==> config.mk <==
export PLATFORM = sky130hd
export DESIGN_NAME = decode_issue_controller
export DESIGN_NICKNAME = d
export VERILOG_FILES = /design/src/rtl/decode_issue_controller.sv
export SDC_FILE = /design/constraint.sdc
export NUM_CORES = 1
export LEC_CHECK = 0
export ABC_AREA = 1
export CORE_AREA = 2 2 155 309
export DETAILED_ROUTE_END_ITERATION = 12
export DIE_AREA = 0 0 157 311
export PLACE_DENSITY = 0.79
export SLEW_MARGIN = 20
export SYNTH_ARGS = -nofsm -noshare
export SYNTH_HDL_FRONTEND = slang
export SYNTH_SLANG_ARGS = --single-unit
==> constraint.sdc <==
create_clock -name clock_i -period 8.5 [get_ports clock_i]
set_input_delay 1.7 -clock clock_i [delete_from_list [all_inputs] [get_ports clock_i]]
set_output_delay 1.7 -clock clock_i [all_outputs]
set_load 0.02 [all_outputs]
==> src/rtl/decode_issue_controller.sv <==
// Decode issue controller: buffers fetched instructions, broadcasts one per cycle
// to the format decoders under credit control, and flags words no decoder claims.
module decode_issue_controller #(
  parameter int instructionWidth = 32,
  parameter int addressSize      = 64,
  parameter int fifoDepth        = 4,
  parameter int creditCount      = 4,
  parameter int creditWidth      = 3
) (
  input  logic                        clock_i,
  input  logic                        reset_i,
  input  logic                        fetch_valid_i,
  input  logic [0:instructionWidth-1] fetch_instruction_i,
  input  logic [0:addressSize-1]      fetch_address_i,
  output logic                        fetch_ready_o,
  input  logic                        flush_i,
  output logic                        dec_enable_o,
  output logic [0:instructionWidth-1] dec_instruction_o,
  output logic [0:addressSize-1]      dec_address_o,
  input  logic                        dec_hit_i,
  input  logic                        credit_return_i,
  output logic                        illegal_o,
  output logic [0:instructionWidth-1] illegal_instruction_o,
  output logic [0:addressSize-1]      illegal_address_o
);

  localparam int PtrW = (fifoDepth > 1) ? $clog2(fifoDepth) : 1;
  localparam int CntW = $clog2(fifoDepth) + 1;
  localparam int SumW = creditWidth + 1;

  logic [0:instructionWidth-1] instr_mem [fifoDepth];
  logic [0:addressSize-1]      addr_mem  [fifoDepth];

  logic [PtrW-1:0]             rd_ptr, wr_ptr;
  logic [CntW-1:0]             count;
  logic [creditWidth-1:0]      credits, credits_next;
  logic [SumW-1:0]             credit_sum;
  // [0] decoder enable stage, [1] claim check pending stage
  logic [1:0]                  vld_pipe;
  logic [0:instructionWidth-1] chk_instr;
  logic [0:addressSize-1]      chk_addr;
  logic                        push, pop, miss;

  assign fetch_ready_o = (count != CntW'(fifoDepth));
  assign push          = fetch_valid_i & fetch_ready_o & ~flush_i;
  // Count is registered, so a word pushed into an empty buffer cannot pop the same cycle.
  assign pop           = (count != '0) & (credits != '0) & ~flush_i;
  assign miss          = vld_pipe[1] & ~dec_hit_i;
  assign dec_enable_o  = vld_pipe[0];

  // A reported illegal word hands its credit back alongside any external return.
  always_comb begin
    credit_sum   = SumW'(credits) + SumW'(credit_return_i) + SumW'(illegal_o) - SumW'(pop);
    credits_next = credits;
    if (credit_sum > SumW'(creditCount))
      credits_next = creditWidth'(creditCount);
    else
      credits_next = credit_sum[creditWidth-1:0];
  end

  always_ff @(posedge clock_i) begin
    if (push && !reset_i) begin
      instr_mem[wr_ptr] <= fetch_instruction_i;
      addr_mem[wr_ptr]  <= fetch_address_i;
    end
  end

  always_ff @(posedge clock_i) begin
    if (reset_i) begin
      rd_ptr                <= '0;
      wr_ptr                <= '0;
      count                 <= '0;
      credits               <= creditWidth'(creditCount);
      vld_pipe              <= '0;
      dec_instruction_o     <= '0;
      dec_address_o         <= '0;
      chk_instr             <= '0;
      chk_addr              <= '0;
      illegal_o             <= 1'b0;
      illegal_instruction_o <= '0;
      illegal_address_o     <= '0;
    end else if (flush_i) begin
      // Downstream flushes with us, so every slot is free again.
      rd_ptr    <= '0;
      wr_ptr    <= '0;
      count     <= '0;
      credits   <= creditWidth'(creditCount);
      vld_pipe  <= '0;
      illegal_o <= 1'b0;
    end else begin
      if (push) wr_ptr <= wr_ptr + PtrW'(1);
      if (pop)  rd_ptr <= rd_ptr + PtrW'(1);
      case ({push, pop})
        2'b10:   count <= count + CntW'(1);
        2'b01:   count <= count - CntW'(1);
        default: count <= count;
      endcase
      credits  <= credits_next;
      vld_pipe <= {vld_pipe[0], pop};
      if (pop) begin
        dec_instruction_o <= instr_mem[rd_ptr];
        dec_address_o     <= addr_mem[rd_ptr];
      end
      // Own copy per check so back-to-back issues can both be reported.
      if (vld_pipe[0]) begin
        chk_instr <= dec_instruction_o;
        chk_addr  <= dec_address_o;
      end
      illegal_o <= miss;
      if (miss) begin
        illegal_instruction_o <= chk_instr;
        illegal_address_o     <= chk_addr;
      end
    end
  end

endmodule

==> flow_summary_export.csv <==
group,metric,value,unit
status,outcome,"completed",
sta,relSlewSlack,31.92,%
floorplan,initial_core_util,55.54,%
power_and_ir_drop,max-vdd-ir-drop,0.0002310,V
cts,clock-root-buffer,"clkbuf_16",
floorplan,dieArea,0.04883,mm²
global_routing,grt.total_usage,23.40,%
critical_path,worstPathCellList,"clkdlybuf4s50_1, inv_8, nand2_1, nor2_4, buf_4, buf_4",
critical_path,cpLargestDelayFamily,"buffers and inverters",
global_routing,grt_pass1_wl,90.75,mm
critical_path,arrival,4.73,ns
power_and_ir_drop,pwr_density_cell,215.2,mW/mm²
synthesis,synth_flop_cell,"edfxtp_1",
drt,vias_per_cell,5.177,
flow_run,cap_violations,0,
critical_path,path_buf_inv,4,
placement,portBuffers,296,
drt,drc,0,
sta,skew,0.02236,ns
sta,fin_crit,4.513,ns
layout,nNetsFinal,2900,
critical_path,critPathSlowestCell,"buf_4",
synthesis,synth-edff-count,384,
placement,dp_hpwl,34.80,mm
layout,area_delta_synth_final,19.33,%
layout,n_fill_cell,3579,
critical_path,cpMostUsedCell,"buf_4",
layout,drive_gt1_share,4.306,%
critical_path,cp_max_fo,123,
cts,numCtsBuffers,55,
sta,setup_viol,0,
layout,final_common_cell,"nor2_1",
cts,cts.htree.levels,2,
synthesis,synth-warning-count,0,
synthesis,async_flop_share,0,%
cts,clk_latency,0.60,ns
placement,dp.cells,3357,
synthesis,postSynthAreaPerCell,10.01,µm²
global_routing,overflow,0,
floorplan,pin_count,297,
min_path,hp-class,"reg2reg",
synthesis,synth_cell_types,25,
synthesis,yosysSeqAreaShare,68.16,%
cts,cts_hold_buffers,0,
synthesis,synth_seq_cells,685,
global_routing,antenna_found_initial,11,
drt,drtAntennaViolNets,0,
global_routing,grt_pass1_vias,17080,
critical_path,critPathRequiredTime,8.72,ns
layout,instances_no_fill,3463,
drt,num_vias,17930,
cts,cts_buffer_depth,3,
floorplan,fp-row-count,112,
critical_path,cp-end-kind,"flop",
power_and_ir_drop,leakagePower,11.45,nW
synthesis,synth_area,0.02576,mm²
sta,finalHoldViolCount,0,
synthesis,syn_nets,2686,
sta,finalMaxSlewViolations,0,
drt,wl_per_cell,16.73,µm
floorplan,die-width,157,µm
layout,layout_common_cells,"587 x nor2_1, 384 x edfxtp_1, 309 x nand2_1",
sta,worst_pin_slew,1.021,ns
critical_path,cp_slowest_stage_delay,0.71,ns
cts,clk_pin_slew_worst_paths,0.07,ns
floorplan,dieHeight,311,µm
cts,post_cts_resized,0,
sta,tns,0,ns
critical_path,cp-start-kind,"input port",
floorplan,core_area,0.04638,mm²
critical_path,path_class,"in2reg",
sta,fmax,221.6,MHz
global_routing,grt_max_degree,124,
cts,clock-sinks,685,
placement,gp_congestion,0.7928,
sta,fin_crit_sh,53.09,%
synthesis,synth_cells,2573,
cts,cts_setup_buffers,0,
cts,cts_tree,"done",
drt,drtIter0Drc,1454,
drt,drt_first_pass_iters,5,
drt,routed_wl,57.94,mm
sta,grt_setup_unrepaired,"no",
[worst register-to-register path: stages, from the launching register on]
cell and delay (ns):
dfxtp_1 0.40, inv_1 0.10, nand3_2 0.10, nand3_4 0.55, inv_1 0.26, ha_1 0.27, fa_1 0.42, fa_1 0.55
nand2_1 0.06, nand3_1 0.08, nand2_1 0.05, inv_1 0.09, nand3_1 0.09, nor2_1 0.10
[flip-flops by register name, indices dropped and copies added, names as in the netlist]
| register | flops |
|---|---|
| chk_instr | 32 |
| instr_mem | 128 |
| dec_address_o | 64 |
| dec_instruction_o | 32 |
| illegal_instruction_o | 32 |
| wr_ptr | 2 |
| addr_mem | 256 |
| vld_pipe | 2 |
| rd_ptr | 2 |
| illegal_o | 1 |
| illegal_address_o | 64 |
| count | 3 |
| credits | 3 |
| chk_addr | 64 |
[where the power goes]
part,switching [mW],total (mW),internal [mW]
Sequential,0.0378,3.60,3.56
Clock,1.16,2.58,1.42
Combinational,0.259,0.432,0.173
[synthesized netlist by cell type, types with 8 or more instances]
cell        n  share of area (%)
inv_1     215                3.1
dfxtp_1   301                 23
o21ai_0   300                5.8
a21oi_1   198                3.8
clkbuf_2   12               0.23
o21ai_1    88                1.7
edfxtp_1  384                 45
nand2_1   309                4.5
clkbuf_1   50               0.73
ha_1        8               0.39
buf_4      19               0.55
buf_2      65                1.3
nor2_1    591                8.6
[cell families (layout without fill, tap and decap cells)]
logic type	count (synthesis)	in the layout	synth area share, %
flip-flops	685	685	68.16
AND/OR/NAND/NOR	912	912	13.44
adder cells (fa/ha/maj)	11	11	0.6217
buffers and inverters	379	639	6.397
AO/OA/AOI/OAI	586	586	11.39
other	0	3	0
[path summary, 6_finish.rpt]
path,endpoint,slack [ns],cells past startpoint,startpoint
worst max-delay path,instr_mem[1][5]$_DFFE_PP_,3.99,6,reset_i
worst min-delay path,illegal_instruction_o[12]$_SDFFE_PP0P_,0.44,2,illegal_instruction_o[12]$_SDFFE_PP0P_
worst max register to register,credits[0]$_SDFF_PP0_,5.31,13,credits[1]$_SDFF_PP0_
worst min register to register,illegal_instruction_o[12]$_SDFFE_PP0P_,0.44,2,illegal_instruction_o[12]$_SDFFE_PP0P_
[metal layers]
metal / share of wire (%) / wire length [µm] / vias to the layer above / global-route usage [%]
li1: - / - / 8877 / -
met1: 42 / 24130 / 8386 / 31.10
met2: 47 / 27480 / 556 / 38.08
met3: 8.8 / 5104 / 91 / 6.518
met4: 1.9 / 1114 / 18 / 5.817
met5: 0.19 / 112 / - / 0
[metrics by stage]
stage | util [%] | hold slack [ns] | power, mW | setup WS, ns | cell area (µm²)
global placement | 62.32 | 0.4319 | 4.095 | 3.391 | 28910
CTS | 66.25 | 0.4454 | 6.649 | 3.983 | 30730
detailed placement | 62.32 | 0.4357 | 4.106 | 3.373 | 28910
floorplan | - | 0.4763 | 3.915 | 1.789 | 25760
finish | 66.27 | 0.4436 | 6.613 | 3.987 | 30740
global route | 66.26 | 0.4586 | 6.815 | 3.775 | 30730
[cell type report]
cell class	instances	area, µm²	share of cell area [%]
inverter	221	849.6	2.764
sequential	685	17560	57.14
multi-input combinational	1509	6601	21.48
clock inverter	28	261.5	0.8507
clock buffer	75	1564	5.088
tap	627	784.5	2.552
antenna	3	7.507	0.02442
timing repair buffer	315	3105	10.10
Power figures use the tool's default switching activity.
==> edit, RTL diff (config.mk and constraints unchanged) <==
Reset style: asynchronous (`reset_i`), changed in one clocked block.
--- a/src/rtl/decode_issue_controller.sv
+++ b/src/rtl/decode_issue_controller.sv
@@ -67,3 +67,3 @@
 
-  always_ff @(posedge clock_i) begin
+  always_ff @(posedge clock_i or posedge reset_i) begin
     if (reset_i) begin
Check against the original RTL: differs if reset_i is asserted again (counterexample within 4 cycles, from zero or initial values and one cycle with reset_i high); with reset_i held inactive, the same outputs for 4 cycles.
==> edit against the original RTL <==
Sequential share of layout area grew 4.9 points; cell area is essentially flat; sequential cell count is the same; synthesized cell count shrank 16%; synthesized area is essentially flat; first-iteration DRC count shrank 10%; routed wire length shrank 3.3%; worst setup slack lost 0.025 ns; maximum frequency shrank 0.56%.
Power is not compared: it rests on default switching activity, and its combinational part moved more than twofold at a synthesized area within 25%.
==> edit: results <==
export IMPL_outcome="finished, final reports clean"
export IMPL_wl_mm=56.0
export IMPL_final_nonclk_buf_share=0.102
export IMPL_wl_per_cell_um=18.2
export IMPL_synth_area_per_cell_um2=12.0
export IMPL_final_core_util=0.663
export IMPL_synth_compound_area_frac=0.0997
export IMPL_drive_above_1_share=0.0507
export IMPL_multi_input_cells=1221
export IMPL_gp_congestion=0.805
export IMPL_async_reset_ff_frac=0.439
export IMPL_synth_area_leaders="edfxtp_1 45%, dfrtp_1 29%, nand2_1 7.4%"
export IMPL_seq_share=0.620
export IMPL_cts_buffers_inserted=54
export IMPL_use_met3=0.0631
export IMPL_ys_seq_area_frac=0.740
export IMPL_placed_cells=2969
export IMPL_first_iter_violations=1303
export IMPL_multiInputGateArea_um2=5510
export IMPL_relSlewSlack=0.293
export IMPL_grt_pass1_wl_mm=87.6
export IMPL_skew_ns=0.0228
export IMPL_synthXorXnorAreaFrac=0.000680
export IMPL_dpl_cell_area_um2=29000
export IMPL_grt_pass1_vias=16132
export IMPL_antenna_cells=7
export IMPL_via_per_inst=5.35
## edit: cell types whose count changed after synthesis, moves of 29 or more
cell	change
clkbuf_1	-29
nand2_1	+197
o21ai_0	-70
nor2_1	-388
dfxtp_1	-301
a21oi_1	-193
o21ai_1	+70
dfrtp_1	+300
inv_1	-99
o22ai_1	+96
## edit: worst paths after layout
| kind | from | end | slack (ns) |
|---|---|---|---|
| worst max-delay path | flush_i | addr_mem[3][11] | 3.96 |
| worst min-delay path | chk_addr[16] | illegal_address_o[16] | 0.46 |
| max in group asynchronous | reset_i | dec_address_o[52] | 4.80 |
| worst max register to register | count[0] | addr_mem[3][11] | 5.28 |
| min in group asynchronous | reset_i | illegal_address_o[16] | 1.53 |
| worst min register to register | chk_addr[16] | illegal_address_o[16] | 0.46 |
## edit: per-layer routing
layer / part of all wire / vias up
li1: - / 7815
met1: 0.41 / 7977
met2: 0.47 / 563
met3: 0.084 / 109
met4: 0.026 / 16
met5: 0.0021 / -
